### src/rtl/canny_frame_ctrl_pkg.sv
// Shared definitions for the Canny frame sequencer: FSM states and window tag layout.
package canny_frame_ctrl_pkg;

   typedef enum logic [2:0] {
      ST_IDLE  = 3'd0,
      ST_FILL  = 3'd1,
      ST_RUN   = 3'd2,
      ST_FLUSH = 3'd3,
      ST_DONE  = 3'd4
   } state_t;

   localparam int TAG_W   = 4;
   localparam int TAG_V   = 0;
   localparam int TAG_SOF = 1;
   localparam int TAG_EOL = 2;
   localparam int TAG_EOF = 3;

   function automatic logic [TAG_W-1:0] make_tag(input logic v, input logic sof,
                                                 input logic eol, input logic eof);
      logic [TAG_W-1:0] t;
      t          = '0;
      t[TAG_V]   = v;
      t[TAG_SOF] = sof;
      t[TAG_EOL] = eol;
      t[TAG_EOF] = eof;
      return t;
   endfunction

endpackage

### src/rtl/canny_frame_ctrl_tag_pipe.sv
// Enable-gated tag delay line; the tag leaving on a beat is held on tag_out for one cycle.
module frame_tag_pipe #(
   parameter int DEPTH = 2,
   parameter int TW    = 4
) (
   input  logic          clk,
   input  logic          rst,
   input  logic          en,
   input  logic          clr,
   input  logic [TW-1:0] tag_in,
   output logic [TW-1:0] tag_out
);

   logic [TW-1:0] stage [DEPTH];

   // NOTE: the stage array is reset like ordinary flops so stale tags never leak into a new frame.
   always_ff @(posedge clk or posedge rst) begin
      if (rst) begin
         for (int i = 0; i < DEPTH; i++) stage[i] <= '0;
         tag_out <= '0;
      end else if (clr) begin
         for (int i = 0; i < DEPTH; i++) stage[i] <= '0;
         tag_out <= '0;
      end else begin
         // NOTE: non-blocking updates let every stage read its neighbour's pre-edge value.
         tag_out <= en ? stage[DEPTH-1] : '0;
         if (en) begin
            stage[0] <= tag_in;
            for (int i = 1; i < DEPTH; i++) stage[i] <= stage[i-1];
         end
      end
   end

endmodule

### src/rtl/canny_frame_ctrl.sv
// Frame sequencer for the 3x3 line buffers: handshake, raster counters, window tagging, flush.
module canny_frame_ctrl
   import canny_frame_ctrl_pkg::*;
#(
   parameter int IMG_W    = 256,
   parameter int IMG_H    = 256,
   parameter int W        = 8,
   parameter int PIPE_LAT = 2
) (
   input  logic         clk,
   input  logic         rst,
   input  logic         start,
   input  logic         abort,
   input  logic         in_valid,
   input  logic [W-1:0] in_pixel,
   output logic         in_ready,
   output logic         lb_en,
   output logic [W-1:0] lb_pixel,
   output logic         win_valid,
   output logic         win_sof,
   output logic         win_eol,
   output logic         win_eof,
   output logic         busy,
   output logic         done
);

   localparam int CW = $clog2(IMG_W);
   localparam int RW = $clog2(IMG_H);
   localparam int FW = $clog2(PIPE_LAT + 1);

   state_t           state, state_nxt;
   logic [CW-1:0]    col;
   logic [RW-1:0]    row;
   logic [FW-1:0]    flush_cnt;
   logic             accept, line_end, at_last, in_frame, tag_v;
   logic [TAG_W-1:0] tag_in, tag_out;

   assign in_ready = (state == ST_FILL) || (state == ST_RUN);
   assign accept   = in_valid & in_ready;
   assign lb_en    = accept | (state == ST_FLUSH);
   assign lb_pixel = accept ? in_pixel : '0;
   assign busy     = (state != ST_IDLE);
   assign done     = (state == ST_DONE);
   assign in_frame = busy && !abort;

   assign line_end = (col == CW'(IMG_W - 1));
   assign at_last  = line_end && (row == RW'(IMG_H - 1));
   assign tag_v    = (row >= RW'(2)) && (col >= CW'(2));
   assign tag_in   = accept ? make_tag(tag_v, (row == RW'(2)) && (col == CW'(2)),
                                       tag_v && line_end, at_last)
                            : '0;

   // NOTE: next state gets a default first so no path through the case infers a latch.
   always_comb begin
      state_nxt = state;
      unique case (state)
         ST_IDLE:  if (start && !abort) state_nxt = ST_FILL;
         ST_FILL:  if (accept && (row == RW'(2)) && (col == '0)) state_nxt = ST_RUN;
         ST_RUN:   if (accept && at_last) state_nxt = ST_FLUSH;
         ST_FLUSH: if (flush_cnt == FW'(PIPE_LAT - 1)) state_nxt = ST_DONE;
         ST_DONE:  state_nxt = ST_IDLE;
         default:  state_nxt = ST_IDLE;
      endcase
      if (abort && busy) state_nxt = ST_IDLE;
   end

   always_ff @(posedge clk or posedge rst) begin
      if (rst) state <= ST_IDLE;
      else     state <= state_nxt;
   end

   // Counters restart from zero whenever the sequencer is idle or a frame is dropped.
   always_ff @(posedge clk or posedge rst) begin
      if (rst) begin
         row       <= '0;
         col       <= '0;
         flush_cnt <= '0;
      end else if (!in_frame) begin
         row       <= '0;
         col       <= '0;
         flush_cnt <= '0;
      end else begin
         if (accept) begin
            if (line_end) begin
               col <= '0;
               if (row != RW'(IMG_H - 1)) row <= row + RW'(1);
            end else begin
               col <= col + CW'(1);
            end
         end
         if (state == ST_FLUSH) flush_cnt <= flush_cnt + FW'(1);
      end
   end

   frame_tag_pipe #(
      .DEPTH(PIPE_LAT),
      .TW   (TAG_W)
   ) u_tag_pipe (
      .clk    (clk),
      .rst    (rst),
      .en     (lb_en),
      .clr    (abort && busy),
      .tag_in (tag_in),
      .tag_out(tag_out)
   );

   assign win_valid = tag_out[TAG_V];
   assign win_sof   = tag_out[TAG_SOF];
   assign win_eol   = tag_out[TAG_EOL];
   assign win_eof   = tag_out[TAG_EOF];

endmodule
### config.mk
export PLATFORM = sky130hd
export DESIGN_NAME = canny_frame_ctrl
export DESIGN_NICKNAME = d
export VERILOG_FILES = /design/src/rtl/canny_frame_ctrl_pkg.sv /design/src/rtl/canny_frame_ctrl_tag_pipe.sv /design/src/rtl/canny_frame_ctrl.sv
export SDC_FILE = /design/constraint.sdc
export NUM_CORES = 1
export LEC_CHECK = 0
export CORE_UTILIZATION = 60
export CTS_BUF_LIST = sky130_fd_sc_hd__clkbuf_8
export CTS_CLUSTER_SIZE = 24
export DETAILED_ROUTE_END_ITERATION = 8
export DONT_BUFFER_PORTS = 1
export MAX_ROUTING_LAYER = met4
export PLACE_DENSITY = 0.76
export SLEW_MARGIN = 20
export SYNTH_ARGS = -nofsm -noshare
export SYNTH_HDL_FRONTEND = slang
export SYNTH_HIERARCHICAL = 1
export SYNTH_SLANG_ARGS = --single-unit
### constraint.sdc
create_clock -name clk -period 3.4 [get_ports clk]
set_clock_uncertainty 0.2 [all_clocks]
set_input_delay 0.68 -clock clk [delete_from_list [all_inputs] [get_ports clk]]
set_output_delay 0.68 -clock clk [all_outputs]
set_load 0.05 [all_outputs]
==> results of run 1 <==
stage by stage:
| stage | util | hold slack [ps] |
|---|---|---|
| floorplan | - | 252.8 |
| global route | 0.6886 | 135.2 |
| detailed placement | 0.6594 | 268.4 |
| CTS | 0.6886 | 81.43 |
| global placement | 0.6594 | 263.8 |
| finish | 0.6886 | 83.77 |
cell usage in the layout, fill, tap and decap left out, types with 4 or more instances in the layout:
cell type and count:
dfrtp_1 33, nor2_1 30, nand2_1 12, and3_1 11, and2_1 9, mux2i_1 9, nor3_1 8, a21oi_1 8
inv_1 8, nand4_1 7, xor2_1 7, o21ai_0 6, ha_1 6, nor4_1 5, clkbuf_8 5, xnor2_1 4
worst paths after layout:
check / from / slack [ps] / cells past startpoint / end
max in group asynchronous: rst / 2210 / 1 / flush_cnt[1]
worst min register to register: u_tag_pipe/stage[0] / 280 / 1 / u_tag_pipe/tag_out[0]
worst max-delay path: state[2] / 670 / 2 / lb_pixel[1]
worst max register to register: state[2] / 1020 / 5 / state[0]
worst min-delay path: rst / 80 / 1 / u_tag_pipe/stage[1]
min in group clk: abort / 250 / 1 / flush_cnt[1]
cells by family (layout without fill, tap and decap cells):
kind of cell / after synthesis / in the layout / synth area share
AOI/OAI and AO/OA: 21 / 21 / 0.06658
xor gates and xnor gates: 12 / 12 / 0.06114
adders and majority gates: 6 / 6 / 0.04076
buffers and inverters: 15 / 17 / 0.03532
DFF: 33 / 33 / 0.4484
muxes: 9 / 9 / 0.04891
and+or+nand+nor: 101 / 101 / 0.2989
per-layer routing:
layer | GRT usage | routed length (µm) | vias to the layer above | part of all wire
li1 | - | - | 683 | -
met1 | 0.3402 | 1697 | 681 | 0.46
met2 | 0.4120 | 1796 | 45 | 0.48
met3 | 0.07710 | 173 | 5 | 0.047
met4 | 0.07666 | 44 | 0 | 0.012
met5 | - | 0 | - | 0
sequential cells by signal, indices dropped and copies added (netlist names):
register,flops
u_tag_pipe/tag_out,4
state,3
col,8
flush_cnt,2
row,8
u_tag_pipe/stage,8
area by class of cell:
cell class | instances | area (µm²)
fillers | 232 | 880.8
multi-input cells | 149 | 959.7
flip-flops and latches | 33 | 825.8
inverters | 7 | 26.28
repair buffers | 2 | 15.01
clock buffers | 5 | 68.82
clock inverters | 3 | 13.76
well taps | 31 | 38.79
worst max-delay path: cells and delay by family (launching register included):
kind	cells	cell delay, ps
DFF	1	510
and+or+nand+nor	2	1060
report_power, final:
group | total, W | switching, W | internal [W]
logic | 0.0000836 | 0.0000657 | 0.0000180
registers | 0.000400 | 0.00000564 | 0.000394
clock network | 0.000285 | 0.000146 | 0.000139
total | 0.000768 | 0.000217 | 0.000551
==> flow_metrics.tcl, run 1 <==
set metrics [dict create \
    ys_async_sr_fraction 1.000 \
    cp_cell_sequence "nor2b_1, and3_1" \
    synth_area_um2 1842 \
    synthTopCellsByArea "dfrtp_1 (45%), nor2_1 (6.1%), mux2i_1 (4.9%), ha_1 (4.1%), and3_1 (3.7%)" \
    synth.top_cells.by_count "dfrtp_1 (33), nor2_1 (30), nand2_1 (12)" \
    ys_warn_count 6 \
    initial_core_util 0.6510 \
    hold_class "input pin to async pin" \
    synth.distinct_cells 36 \
    grtUsageTotal 0.2663 \
    period_share 0.8039 \
    netlist_instances 197 \
    ant_nets 0 \
    post-place-cells 222 \
    die_h_um 57.41 \
    grt.overflow.total 0 \
    cts_tree "yes" \
    vias 1414 \
    postPlaceCellArea_um2 1866 \
    worst_setup_path_end_kind "output port" \
    antenna_found_initial 0 \
    routedWlPerCell_um 16.13 \
    maxSlewViolCount 0 \
    design_area_um2 1948 \
    dr.pass1.iters 7 \
    core_area_um2 2829 \
    post_cts_buffers 0 \
    yosys.area.top_type_share 0.4484 \
    place.gp.congestion 0.8169 \
    ys.flop_type "dfrtp_1" \
    finalNetCount 217 \
    routed_wl_um 3711 \
    port-buffer-count 0 \
    yosysTopAreaCell "dfrtp_1" \
    synth_seq_cells 33 \
    p_leak_nw 0.8750 \
    crit_path_start_kind "flop" \
    hold_viol_final 0 \
    worstSetupPathType "flop to output port" \
    synth_nets 216 \
    grt_max_degree 22 \
    grt_pass1_wl_um 6334 \
    max_freq_mhz 365.9 \
    die_area_um2 3295 \
    cts_max_level 2 \
    crit_slowest_cell "and3_1" \
    ir_worst_vdd_v 0.0003235 \
    cts_buffers 5 \
    cp_max_fo 13 \
    status "finished with violations" \
    syn_avg_cell_area_um2 9.349 \
    drv_cap 0 \
    fp-row-count 19 \
    clk_pin_slew_ps 70 \
    drcViolationCount 5 \
    fp.dieW_um 57.41 \
    rsz0062_at_grt "false" \
    crit_arrival_ps 1850 \
    drt_iter0_markers 48 \
    clock_latency_ps 290 \
    setup_ws_ps 666.7 \
    violations "DRC" \
    diodes 0 \
    total_power_w 0.0007679 \
    max_stage_delay_ps 560 \
    powerDensity_nw_per_um2 394.2 \
    ys_seq_area_frac 0.4484 \
    routed_via_density 6.148 \
    dp_hpwl_um 2548 \
    dp_slack_ps 871.4 \
    postCtsHoldBufs 0 \
    io_pins 29 \
    yosysMostFrequentCell "dfrtp_1" \
    cts-resized-gates 0 \
    cts-root-buf "clkbuf_8" \
    cp.required_ps 2520 \
    first_global_vias 1345 \
    syn_to_final_growth_pct 5.775 \
    tightest_slew_ps 865.0 \
    fin_cells 230 \
    clockBufferDepth 2 \
    slew_headroom 0.4227 \
    setup_tns_ps 0 \
    cts.sinks 33 \
    synth-edff-count 0 \
    setup_viol 0 \
    drive_above_1_share 0.08040 \
    period_minus_slack_ps 2733 \
]
Note: power is estimated with default switching activity, not from simulation.
==> inputs of run 2 (changes only) <==
Clock period 3.4 ns to 2.7 ns, I/O delays scaled along.
==> run 2 against run 1 <==
Effect of this change:
- the run still ends with DRC left
- largest cell class unchanged
- total power increased by 42%
- critical endpoint is now lb_pixel[4]
- non-clock buffer count increased by 5
- combinational power increased by 32%
- critical path depth unchanged
- global-route usage decreased by 0.87 points
- core utilization increased by 2.6 points
- final cell count increased by 2.2%
- hold slack improved by 1.1 ps
==> flow_metrics.tcl, run 2 (synthesis gave the netlist of run 1 again) <==
set metrics [dict create \
    status "finished with violations" \
    violations "DRC" \
    crit_start "state[1]" \
    crit_buf_inv 0 \
    fp-row-count 19 \
    first_global_vias 1368 \
    cts_tree "yes" \
    io_pins 29 \
    rsz0062_at_grt "false" \
    r2r_start "col[1]" \
    routed_wl_um 3647 \
    slew_headroom 0.4614 \
    fin_util 0.7147 \
    cts-resized-gates 0 \
    cp_max_fo 13 \
    diodes 0 \
    regArea_um2 825.8 \
    syn_to_final_growth_pct 9.783 \
    period_minus_slack_ps 2569 \
    drv_cap 0 \
    maxSlewViolCount 0 \
    core_area_um2 2829 \
    worst_setup_path_end_kind "output port" \
    hold_viol_final 0 \
    reg.largest.list "col x8, row x8, u_tag_pipe/stage x8" \
    layout_common_cells "dfrtp_1 (33), nor2_1 (30), nand2_1 (12)" \
    ir_worst_vdd_v 0.0004856 \
    fp.dieW_um 57.41 \
    cts_max_level 2 \
    antenna_found_initial 0 \
    layout_commonest_cell "dfrtp_1" \
    p_leak_nw 0.9119 \
    finalNetCount 222 \
    cts-root-buf "clkbuf_8" \
    routedWlPerCell_um 15.52 \
    port-buffer-count 0 \
    drt_iter0_markers 43 \
    setup_tns_ps 0 \
    crit_slowest_cell "dfrtp_1" \
    grtUsageTotal 0.2576 \
    hold_class "input pin to async pin" \
    die_area_um2 3295 \
    initial_core_util 0.6510 \
    dr.pass1.iters 6 \
    drcViolationCount 5 \
    cp.required_ps 1960 \
    cts_buffers 5 \
    grt.overflow.total 0 \
    die_h_um 57.41 \
    ant_nets 0 \
    crit_path_start_kind "flop" \
    clk_pin_slew_ps 70 \
    max_stage_delay_ps 620 \
    multi_input_area_um2 959.7 \
    worstSetupPathType "flop to output port" \
    vias 1429 \
    critPathTopFamily "flip-flops" \
    dp_hpwl_um 2569 \
    powerDensity_nw_per_um2 539.0 \
    period_share 0.9514 \
    grt_max_degree 22 \
    clockBufferDepth 2 \
    routed_via_density 6.081 \
    cts.sinks 33 \
    drive_above_1_share 0.09804 \
    crit_arrival_ps 1830 \
    cp_cell_sequence "xor2_2, and3_1" \
    clock_latency_ps 290 \
    n_fill_cell 205 \
    place.gp.congestion 0.8566 \
    tightest_slew_ps 807.0 \
    max_freq_mhz 389.3 \
    setup_viol 0 \
    grt_pass1_wl_um 6168 \
]
-- run 2: cell count changes in the layout (fill, tap and decap cells not counted), sizes merged --
cell         previous run  this run
clkinv                  2         0
dlygate4sd3             0         1
clkbuf                  5         6
bufinv                  0         1
buf                     2         6
-- run 2: area by class of cell --
cell class                 instances  share of cell area
sequential                        33              0.4084
inverter                           7             0.01300
timing repair buffer               7             0.02723
clock buffer                       6             0.04084
tap                               31             0.01918
clock inverter                     2             0.01671
multi-input combinational        149              0.4746
-- run 2: worst reg2reg max path, delay by kind of cell, from the launching register on --
kind / cells / cell delay, ps
DFF: 1 / 440
and+or+nand+nor: 4 / 1070
adders and majority gates: 1 / 200
AOI/OAI and AO/OA: 1 / 220
-- run 2: worst paths after layout --
kind | endpoint | slack (ps) | cells past startpoint
setup / recovery | lb_pixel[4] | 130 | 2
hold / removal | col[5] | 80 | 1
setup reg to reg | row[1] | 490 | 6
hold reg to reg | u_tag_pipe/tag_out[1] | 290 | 1
max in group asynchronous | u_tag_pipe/stage[7] | 1500 | 2
min in group clk | flush_cnt[1] | 100 | 1
-- run 2: power by group --
part           internal, W  total [W]  switching (W)  leakage (nW)
logic            0.0000263   0.000110      0.0000838         0.389
registers         0.000496   0.000503     0.00000714         0.460
clock network     0.000297   0.000476       0.000179        0.0626
-- run 2: through the flow --
step	hold slack, ps	std cells	cell area (µm²)	power (W)	setup slack (ps)
floorplan	204.7	197	1842	0.0006042	150.8
global placement	239.4	226	1896	0.0006185	484.3
detailed placement	258.3	226	1896	0.0006213	445.8
CTS	104.2	235	2022	0.001096	152.2
global route	101.4	235	2022	0.001127	38.25
finish	84.85	235	2022	0.001090	131.3
-- run 2: per-layer routing --
| layer | vias up | track usage | wire (µm) |
|---|---|---|---|
| met5 | - | - | 0 |
| met4 | 0 | 0.06969 | 38 |
| met1 | 681 | 0.3195 | 1618 |
| li1 | 695 | - | - |
| met3 | 8 | 0.07256 | 206 |
| met2 | 45 | 0.4136 | 1783 |
-- run 2: timing repair --
item / 4_1_cts / 5_1_grt
buffers inserted: 0 / 0
hold endpoints to repair: 12 / 0
hold buffers: 1 / 0
